`config.mk`:
```
export PLATFORM = sky130hd
export DESIGN_NAME = tx_packet_arbiter
export DESIGN_NICKNAME = d
export VERILOG_FILES = /design/src/rtl/tx_arb_pkg.sv /design/src/rtl/tx_arb_watchdog.sv /design/src/rtl/tx_packet_arbiter.sv
export SDC_FILE = /design/constraint.sdc
export NUM_CORES = 1
export LEC_CHECK = 0
export BUFFER_PORTS_ARGS = -buffer_cell sky130_fd_sc_hd__buf_4
export CORE_UTILIZATION = 44
export CTS_BUF_LIST = sky130_fd_sc_hd__clkbuf_8
export DETAILED_ROUTE_END_ITERATION = 7
export HOLD_SLACK_MARGIN = 0.06
export MAX_ROUTING_LAYER = met4
export PLACE_DENSITY = 0.79
export SYNTH_ARGS = -nofsm -noshare
export SYNTH_HDL_FRONTEND = slang
export SYNTH_SLANG_ARGS = --single-unit
```
`constraint.sdc`:
```
create_clock -name clk -period 3.2 [get_ports clk]
set_input_delay 0.48 -clock clk [delete_from_list [all_inputs] [get_ports clk]]
set_output_delay 0.48 -clock clk [all_outputs]
set_load 0.02 [all_outputs]
```
`src/rtl/tx_arb_pkg.sv`:
```
// Shared definitions for tx_packet_arbiter: FSM encoding, setting-bus register
// offsets and requester flag bit positions.
package tx_arb_pkg;

    typedef enum logic [1:0] {
        ST_IDLE  = 2'd0,
        ST_LOCK0 = 2'd1,
        ST_LOCK1 = 2'd2,
        ST_ABORT = 2'd3
    } arb_state_e;

    localparam logic [7:0] REG_CTRL    = 8'd0;
    localparam logic [7:0] REG_TIMEOUT = 8'd1;
    localparam logic [7:0] REG_ERR     = 8'd2;

    localparam int unsigned CTRL_MODE_BIT = 2;

    localparam int unsigned FLAG_SOP = 0;
    localparam int unsigned FLAG_EOP = 1;

endpackage

```
`src/rtl/tx_arb_watchdog.sv`:
```
// Saturating stall counter: counts while 'count' is high, zeroes on 'clear',
// and flags 'expire' on the cycle the count reaches a nonzero 'limit'.
module tx_arb_watchdog #(
    parameter int unsigned W = 16
) (
    input  logic         clk,
    input  logic         rst_n,
    input  logic         count,
    input  logic         clear,
    input  logic [W-1:0] limit,
    output logic         expire
);

    logic [W-1:0] cnt_q, cnt_d, cnt_inc;

    assign cnt_inc = (cnt_q == '1) ? cnt_q : cnt_q + W'(1);

    always_comb begin
        cnt_d  = cnt_q;
        expire = 1'b0;
        if (clear) begin
            cnt_d = '0;
        end else if (count) begin
            cnt_d  = cnt_inc;
            expire = (limit != '0) && (cnt_inc >= limit);
        end
    end

    always_ff @(posedge clk or negedge rst_n) begin
        if (!rst_n) cnt_q <= '0;
        else        cnt_q <= cnt_d;
    end

endmodule

```
`src/rtl/tx_packet_arbiter.sv`:
```
// Two-port packet arbiter feeding tx_control; locks onto one requester per packet.
// Optional per-port packet counters enabled by macro TX_PACKET_ARBITER_STATS_EN.
module tx_packet_arbiter
    import tx_arb_pkg::*;
#(
    parameter logic [7:0]  SR_BASE   = 8'd136,
    parameter int unsigned TIMEOUT_W = 16
) (
    input  logic        clk,
    input  logic        rst_n,
    input  logic        set_stb,
    input  logic [7:0]  set_addr,
    input  logic [31:0] set_data,
    input  logic [31:0] rd0_dat_i,
    input  logic [31:0] rd1_dat_i,
    input  logic [3:0]  rd0_flags_i,
    input  logic [3:0]  rd1_flags_i,
    input  logic        rd0_ready_i,
    input  logic        rd1_ready_i,
    output logic        rd0_ready_o,
    output logic        rd1_ready_o,
    output logic [31:0] tx_dat_o,
    output logic [3:0]  tx_flags_o,
    output logic        tx_ready_o,
    input  logic        tx_ready_i,
    output logic [1:0]  grant,
    output logic        abort,
    output logic [31:0] status
);

    localparam logic [7:0] ADDR_CTRL    = SR_BASE + REG_CTRL;
    localparam logic [7:0] ADDR_TIMEOUT = SR_BASE + REG_TIMEOUT;
    localparam logic [7:0] ADDR_ERR     = SR_BASE + REG_ERR;

    arb_state_e           state_q, state_d;
    logic [1:0]           en_q, en_d;
    logic                 mode_q, mode_d;
    logic [TIMEOUT_W-1:0] timeout_q, timeout_d;
    logic [1:0]           err_q, err_d, err_set, err_clr;
    logic                 last_q, last_d;

    logic elig0, elig1, xfer0, xfer1, done0, done1;
    logic lock, own_valid, wd_expire;
    logic [15:0] stats_w;
    logic unused_set_data;

    assign unused_set_data = ^set_data;

    assign elig0 = en_q[0] & rd0_ready_i;
    assign elig1 = en_q[1] & rd1_ready_i;
    assign xfer0 = rd0_ready_i & rd0_ready_o;
    assign xfer1 = rd1_ready_i & rd1_ready_o;
    assign done0 = xfer0 & rd0_flags_i[FLAG_EOP];
    assign done1 = xfer1 & rd1_flags_i[FLAG_EOP];

    assign lock      = (state_q == ST_LOCK0) || (state_q == ST_LOCK1);
    assign own_valid = (state_q == ST_LOCK1) ? rd1_ready_i : rd0_ready_i;

    tx_arb_watchdog #(.W(TIMEOUT_W)) u_watchdog (
        .clk    (clk),
        .rst_n  (rst_n),
        .count  (lock & ~own_valid),
        .clear  (~lock | xfer0 | xfer1),
        .limit  (timeout_q),
        .expire (wd_expire)
    );

    // Enables are consulted only in IDLE, so disabling a locked port lets its packet finish.
    always_comb begin
        state_d = state_q;
        unique case (state_q)
            ST_IDLE: begin
                if (elig0 && elig1)  state_d = (mode_q || last_q) ? ST_LOCK0 : ST_LOCK1;
                else if (elig0)      state_d = ST_LOCK0;
                else if (elig1)      state_d = ST_LOCK1;
            end
            ST_LOCK0: begin
                if (done0)          state_d = ST_IDLE;
                else if (wd_expire) state_d = ST_ABORT;
            end
            ST_LOCK1: begin
                if (done1)          state_d = ST_IDLE;
                else if (wd_expire) state_d = ST_ABORT;
            end
            default:                state_d = ST_IDLE;
        endcase
    end

    always_comb begin
        tx_dat_o    = '0;
        tx_flags_o  = '0;
        tx_ready_o  = 1'b0;
        rd0_ready_o = 1'b0;
        rd1_ready_o = 1'b0;
        grant       = 2'b00;
        abort       = 1'b0;
        unique case (state_q)
            ST_LOCK0: begin
                tx_dat_o    = rd0_dat_i;
                tx_flags_o  = rd0_flags_i;
                tx_ready_o  = rd0_ready_i;
                rd0_ready_o = tx_ready_i;
                grant       = 2'b01;
            end
            ST_LOCK1: begin
                tx_dat_o    = rd1_dat_i;
                tx_flags_o  = rd1_flags_i;
                tx_ready_o  = rd1_ready_i;
                rd1_ready_o = tx_ready_i;
                grant       = 2'b10;
            end
            ST_ABORT: abort = 1'b1;
            default: ;
        endcase
    end

    // Error set wins over a same-cycle write-1-to-clear.
    always_comb begin
        en_d      = en_q;
        mode_d    = mode_q;
        timeout_d = timeout_q;
        last_d    = last_q;
        err_clr   = '0;
        err_set   = '0;
        if (set_stb) begin
            if (set_addr == ADDR_CTRL) begin
                en_d   = set_data[1:0];
                mode_d = set_data[CTRL_MODE_BIT];
            end else if (set_addr == ADDR_TIMEOUT) begin
                timeout_d = set_data[TIMEOUT_W-1:0];
            end else if (set_addr == ADDR_ERR) begin
                err_clr = set_data[1:0];
            end
        end
        if (done0) last_d = 1'b0;
        if (done1) last_d = 1'b1;
        err_set[0] = (state_q == ST_LOCK0) && wd_expire;
        err_set[1] = (state_q == ST_LOCK1) && wd_expire;
        err_d = (err_q & ~err_clr) | err_set;
    end

    always_ff @(posedge clk or negedge rst_n) begin
        if (!rst_n) begin
            state_q   <= ST_IDLE;
            en_q      <= 2'b11;
            mode_q    <= 1'b0;
            timeout_q <= '0;
            err_q     <= '0;
            last_q    <= 1'b1;
        end else begin
            state_q   <= state_d;
            en_q      <= en_d;
            mode_q    <= mode_d;
            timeout_q <= timeout_d;
            err_q     <= err_d;
            last_q    <= last_d;
        end
    end

`ifdef TX_PACKET_ARBITER_STATS_EN
    logic [7:0] cnt0_q, cnt0_d, cnt1_q, cnt1_d;

    always_comb begin
        cnt0_d = cnt0_q + 8'(done0);
        cnt1_d = cnt1_q + 8'(done1);
    end

    always_ff @(posedge clk or negedge rst_n) begin
        if (!rst_n) begin
            cnt0_q <= '0;
            cnt1_q <= '0;
        end else begin
            cnt0_q <= cnt0_d;
            cnt1_q <= cnt1_d;
        end
    end

    assign stats_w = {cnt1_q, cnt0_q};
`else
    assign stats_w = '0;
`endif

    assign status = {stats_w, 9'd0, err_q, mode_q, en_q, state_q};

endmodule

```
; ---- Word-level counts from Yosys, hierarchy flattened
; Cells that the tools add are included.
[totals]
ff_bits = 40
output_inout_bits = 74
wordCells = 71
[op_classes]
addsub = 1
n_lt_le_gt_ge = 1
n_eq_ne = 8
muxes = 27
bitwise_logic = 15
n_reduce_logical = 12
[op_table]
columns = op, count
row1 = $pmux 32 s2, 1
row2 = $mux 16, 3
row3 = $eq 8x8->1 const B, 3
row4 = $mux 2, 11
row5 = $add 16x1->16 const B, 1
row6 = $eq 16x16->1 const B, 1
row7 = $ge 16x16->1, 1
row8 = $reduce_bool 16->1, 1
row9 = $mux 1, 8
row10 = $pmux 4 s2, 1
row11 = $and 1x1->1, 7
row12 = $pmux 2 s3, 1
row13 = $eq 2x2->1 const B, 2
row14 = $logic_and 1x1->1, 4
row15 = $ne 4x4->1 const B, 1
row16 = $pmux 2 s2, 1
row17 = $reduce_bool 2->1, 2
row18 = $not 1->1, 3
row19 = $reduce_and 3->1, 1
row20 = $and 2x2->2, 1
row21 = $eq 2x1->1 const B, 1
row22 = $logic_not 2->1, 1
row23 = $logic_or 1x1->1, 2
row24 = $not 2->2, 1
row25 = 4 further kinds, 5

; ---- Logic depth before layout (Yosys ltp)
[depth]
depth_word = 9
ltp_mapped = 12
mapped_depth_nobuf = 11

; ---- Modules after synthesis
; Synthesis repeated with hierarchy kept, for this count alone.
[hier_totals]
hier_cells = 395
hier_area_um2 = 3585.9
[modules_own_cells]
columns = module, n_inst, cells_per_inst, area_per_inst_um2, seq_area_each_um2
row1 = tx_packet_arbiter, 1, 205, 1984.4, 604.3
row2 = tx_arb_watchdog, 1, 190, 1601.5, 400.4

; ---- Worst setup path before layout
; Ideal clock, no wire load.
[synth_timing]
kind = reg-to-reg
start = reg u_watchdog.cnt_q[0]
end = reg err_q[0]
setup_ns = 0.121
arrival_time_ns = 2.820
slack_ns = 0.259
stages_incl_launch_ff = 11
synth_period_minus_slack_ns = 2.941
path_cell_list = dfrtp_1 -> ha_1 -> nand4_1 -> or4_4 -> mux2_4 -> ha_1 -> nor2b_1 -> o211a_1 -> o311ai_0 -> a31oi_1 -> a22o_1
[synth_via]
elab_chain_cells = 8
[synth_rtl]
columns = element, line_no
row1 = "start, declared", tx_arb_watchdog.sv:14  ; logic [W-1:0] cnt_q, cnt_d, cnt_inc;
row2 = "start signal, assigned", tx_arb_watchdog.sv:31  ; else cnt_q <= cnt_d;
row3 = $add 16x1->16 / $eq 16x16->1 (equally long branches), tx_arb_watchdog.sv:16  ; assign cnt_inc = (cnt_q == '1) ? cnt_q : cnt_q + W'(1);
row4 = $mux 16 (*), tx_arb_watchdog.sv:16
row5 = $ge 16x16->1 (*), tx_arb_watchdog.sv:25  ; expire = (limit != '0) && (cnt_inc >= limit);
row6 = $logic_and 1x1->1 (*), tx_arb_watchdog.sv:25
row7 = $mux 1 (*), tx_arb_watchdog.sv:23  ; end else if (count) begin
row8 = $mux 1 (*), tx_arb_watchdog.sv:21  ; if (clear) begin
row9 = $logic_and 1x1->1 (*), tx_packet_arbiter.sv:137  ; err_set[0] = (state_q == ST_LOCK0) && wd_expire;
row10 = $or 2x2->2 (*), tx_packet_arbiter.sv:139  ; err_d = (err_q & ~err_clr) | err_set;
row11 = named net err_d[0], tx_packet_arbiter.sv:39  ; logic [1:0] err_q, err_d, err_set, err_clr;
row12 = "end signal, assigned", tx_packet_arbiter.sv:155  ; err_q <= err_d;
row13 = "end, declared", tx_packet_arbiter.sv:39
; Mark *: on every way through the listed nets, which the timed path passes. The rest lies on a longest branch.
; A chain may end at the register's enable or synchronous reset.

; ---- Final worst setup path
[layout_timing]
start = reg u_watchdog.cnt_q[11]
end = reg err_q[1]
[layout_via]
elab_chain_cells = 8
[layout_rtl]
columns = element, line_no
row1 = $add 16x1->16 / $eq 16x16->1 (equally long branches), tx_arb_watchdog.sv:16
row2 = $mux 16 (*), tx_arb_watchdog.sv:16
row3 = $ge 16x16->1 (*), tx_arb_watchdog.sv:25
row4 = $logic_and 1x1->1 (*), tx_arb_watchdog.sv:25
row5 = $mux 1 (*), tx_arb_watchdog.sv:23
row6 = $mux 1 (*), tx_arb_watchdog.sv:21
row7 = $logic_and 1x1->1 (*), tx_packet_arbiter.sv:138  ; err_set[1] = (state_q == ST_LOCK1) && wd_expire;
row8 = $or 2x2->2 (*), tx_packet_arbiter.sv:139
row9 = named net err_d[1], tx_packet_arbiter.sv:39
; Marked as above.

==> metrics.md <==
| Metric | Value |
|---|---|
| Kind of path behind the tightest hold check | `input port to asynchronous set/reset pin` |
| Share of the synthesized area in the top cell type | `27.11%` |
| Std-Cell Rows | `31` |
| Maximum capacitance violations | `0` |
| TritonCTS sink count | `40` |
| Worst reg2reg path startpoint | `u_watchdog.cnt_q[11]$_DFFE_PN0P_` |
| Initial Utilization | `46.35%` |
| Routed wire length | `9.741 mm` |
| Congestion Overflow GR | `0` |
| Htree depth | `2` |
| Final instance count without filler cells | `651` |
| Largest net degree at the start of global routing | `43` |
| Syn. warnings | `0` |
| Post-layout nets | `691` |
| Post-DP HPWL | `7.577 mm` |
| Slack of the worst reg-to-reg path | `0.15 ns` |
| Fraction of the yosys area taken by sequential cells | `29.41%` |
| Placed Instances | `638` |
| Area of the die | `0.008120 mm2` |
| Input/output buffers | `150` |
| Final critical-path share of the clock period | `95.30%` |
| Library cells used by synthesis | `46` |
| Number of antenna violations at the first check in global routing | `0` |
| Global-route usage over all layers | `24.58%` |
| CP arrival | `3.23 ns` |
| Cell Chain, Critical Path | `nand3_1 -> or4_4 -> mux2_4 -> ha_1 -> nor2b_1 -> o211a_1 -> o311ai_1 -> a31oi_2 -> a22o_1` |
| Delay of the slowest critical-path stage | `0.57 ns` |
| Area added between synthesis and finish | `39.45%` |
| Outcome | `finished clean` |
| Count of pins over their slew limit | `0` |
| Setup Skew | `0.006281 ns` |
| Max Freq | `0.3279 GHz` |
| # setup viols final | `0` |
| Clk pin slew, worst setup/hold paths | `0.08 ns` |
| Via-per-instance ratio | `5.326` |
| Sort of element at the end of the critical path | `register` |
| Worst setup path category | `register to register` |
| Cell Area, Synth | `0.003416 mm2` |
| Shortest period the worst path allows | `3.050 ns` |
| Clock tree root buffer cell | `sky130_fd_sc_hd__clkbuf_8` |
| Antenna cells | `0` |
| TNS Setup | `0 ns` |
| Wire length of the first global-routing pass | `15.95 mm` |
| Predominant post-synthesis flop cell | `sky130_fd_sc_hd__dfrtp_1` |
| Vias post-DR | `3,467` |
| Count of antenna-violating nets left after detailed routing | `0` |
| Leakage power | `2.278 nW` |
| Number of global-route vias before repair | `3,302` |
| Cell count after synthesis | `396` |
| Die X | `90.11 um` |
| Top Ports | `192` |
| Logic depth of the worst register-to-register path | `9` |
| Number of remaining DRC errors | `0` |
| Number of enable-type register cells in the synthesized netlist | `0` |
| Ratio of cells with drive above 1 in the final layout | `39.13%` |
| DIE HEIGHT | `90.11 um` |
| Worst IR drop on VDD | `0.2559 mV` |
| Power density relative to cell area | `470.5 mW/mm2` |
| Number of fillers in the final layout | `610` |
| Leading area contributor after synthesis | `sky130_fd_sc_hd__dfrtp_1` |
| Share of flip-flops with an asynchronous set or reset | `100.0%` |
| CTS tree | `built` |
| Critical Path Source | `u_watchdog.cnt_q[11]$_DFFE_PN0P_` |
| Clock buffers created by TritonCTS | `5` |
| Final Hold Fails | `0` |
| Placeable core area | `0.007370 mm2` |
| Type of element launching the critical path | `register` |
| Routed wirelength normalized by instance count | `14.96 um` |
| Clock insertion delay at the later pin of the skew report | `0.30 ns` |
| Commonest cells in the netlist | `sky130_fd_sc_hd__a22oi_1 (38), sky130_fd_sc_hd__nor2b_1 (38), sky130_fd_sc_hd__dfrtp_1 (37), sky130_fd_sc_hd__buf_4 (27), sky130_fd_sc_hd__nand2_1 (27)` |
| Iteration count of the initial detailed-routing pass | `5` |
| Critical Path Slowest Stage Cell | `sky130_fd_sc_hd__or4_4` |
| Reg-to-reg critical path endpoint | `err_q[1]$_DFF_PN0_` |
| Worst path required time | `3.38 ns` |
| Number of flip-flops and latches in the synthesized netlist | `40` |
| Max Root-Sink Buffers | `2` |
| Top cells by area in the synthesized netlist | `sky130_fd_sc_hd__dfrtp_1 (27%), sky130_fd_sc_hd__a22oi_1 (8.4%), sky130_fd_sc_hd__ha_1 (8.1%)` |
| Post-synthesis average cell area | `8.626 um2` |
| Termination of the worst setup path | `err_q[1]$_DFF_PN0_` |
| Detailed Route Iter0 Violations | `299` |
| Transition at the pin with the smallest max-transition slack | `1.242 ns` |
| Slew Limit Headroom | `16.83%` |
| Maximum fanout encountered on the critical timing path | `6` |
| Routability congestion estimate | `0.9000` |
## cells in the final DEF (no fill, tap or decap), drive strengths merged, types with 21 or more instances in the layout
master and instances:
mux2 21, buf 170, conb 25, nor2b 38, ha 22, a22oi 38
nand2 27, dfrtp 37, inv 23
## kinds of logic after synthesis
logic type	count (synthesis)	synth area share, %
simple gates	127	20.48
compound gates	105	21.43
buf+inv	69	10.66
flops	40	29.41
fa+ha+maj	22	8.058
mux	21	7.033
xor+xnor	11	2.821
other cells	1	0.1098
## critical path: cells and delay by family, from the launching register on
kind,cells,cell delay (ns)
fa+ha+maj,1,0.28
mux,1,0.33
flops,1,0.42
simple gates,3,0.86
compound gates,4,1.04
## repair_timing
action	CTS	global route
endpoints found under the setup margin	0	4
buffers inserted	0	5
hold buffers	0	0
gates resized for setup	0	8
## metrics by stage
stage                     util (%)  cell area (um2)  hold WS (ns)  power (mW)  worst slack, ns
final                        64.63             4763        0.1439       2.241           0.1503
after global routing         64.63             4763        0.1741       2.400        -0.006848
after CTS                    63.80             4702        0.1613       2.232         0.006419
after detailed placement     62.29             4591        0.4848       1.811          0.08366
after global placement       62.29             4591        0.4785       1.792           0.1279
after floorplan                  -             3506        0.1844       1.404           0.2589
## sequential cells by signal, indices dropped and copies added, names as in the netlist
| signal | flops |
|---|---|
| en_q | 2 |
| state_q | 2 |
| u_watchdog.cnt_q | 16 |
| timeout_q | 16 |
| last_q | 1 |
| mode_q | 1 |
| err_q | 2 |
## how the worst min path moves through the flow
stage               start                   endpoint  slack [ns]  cells after the start
floorplan           rst_n         err_q[0]$_DFF_PN0_        0.18                      0
global placement    rst_n   timeout_q[5]$_DFFE_PN0P_        0.48                      1
detailed placement  rst_n  timeout_q[10]$_DFFE_PN0P_        0.48                      1
CTS                 rst_n  timeout_q[10]$_DFFE_PN0P_        0.16                      1
global route        rst_n   timeout_q[7]$_DFFE_PN0P_        0.17                      1
finish              rst_n   timeout_q[7]$_DFFE_PN0P_        0.14                      1
## power breakdown
| group | internal (mW) | switching [mW] |
|---|---|---|
| registers | 0.551 | 0.0356 |
| clock network | 0.231 | 0.187 |
| logic | 0.557 | 0.680 |
| total | 1.34 | 0.903 |
## final cells by class
cell class	instances	area, um2	area share, %
Sequential cell	40	1010	21.20
Tap cell	99	123.9	2.600
Timing Repair Buffer	170	1276	26.79
Clock inverter	3	42.54	0.8931
Multi-Input combinational cell	311	2156	45.26
Inverter	23	86.33	1.812
Clock buffer	5	68.82	1.445
## per-layer routing
metal  share of wire [%]  GRT usage [%]
met3                 5.8          4.399
met4                 1.1          5.645
met1                  43          31.90
met2                  50          39.95
met5                   0              -
(Power assumes the default switching activity.)
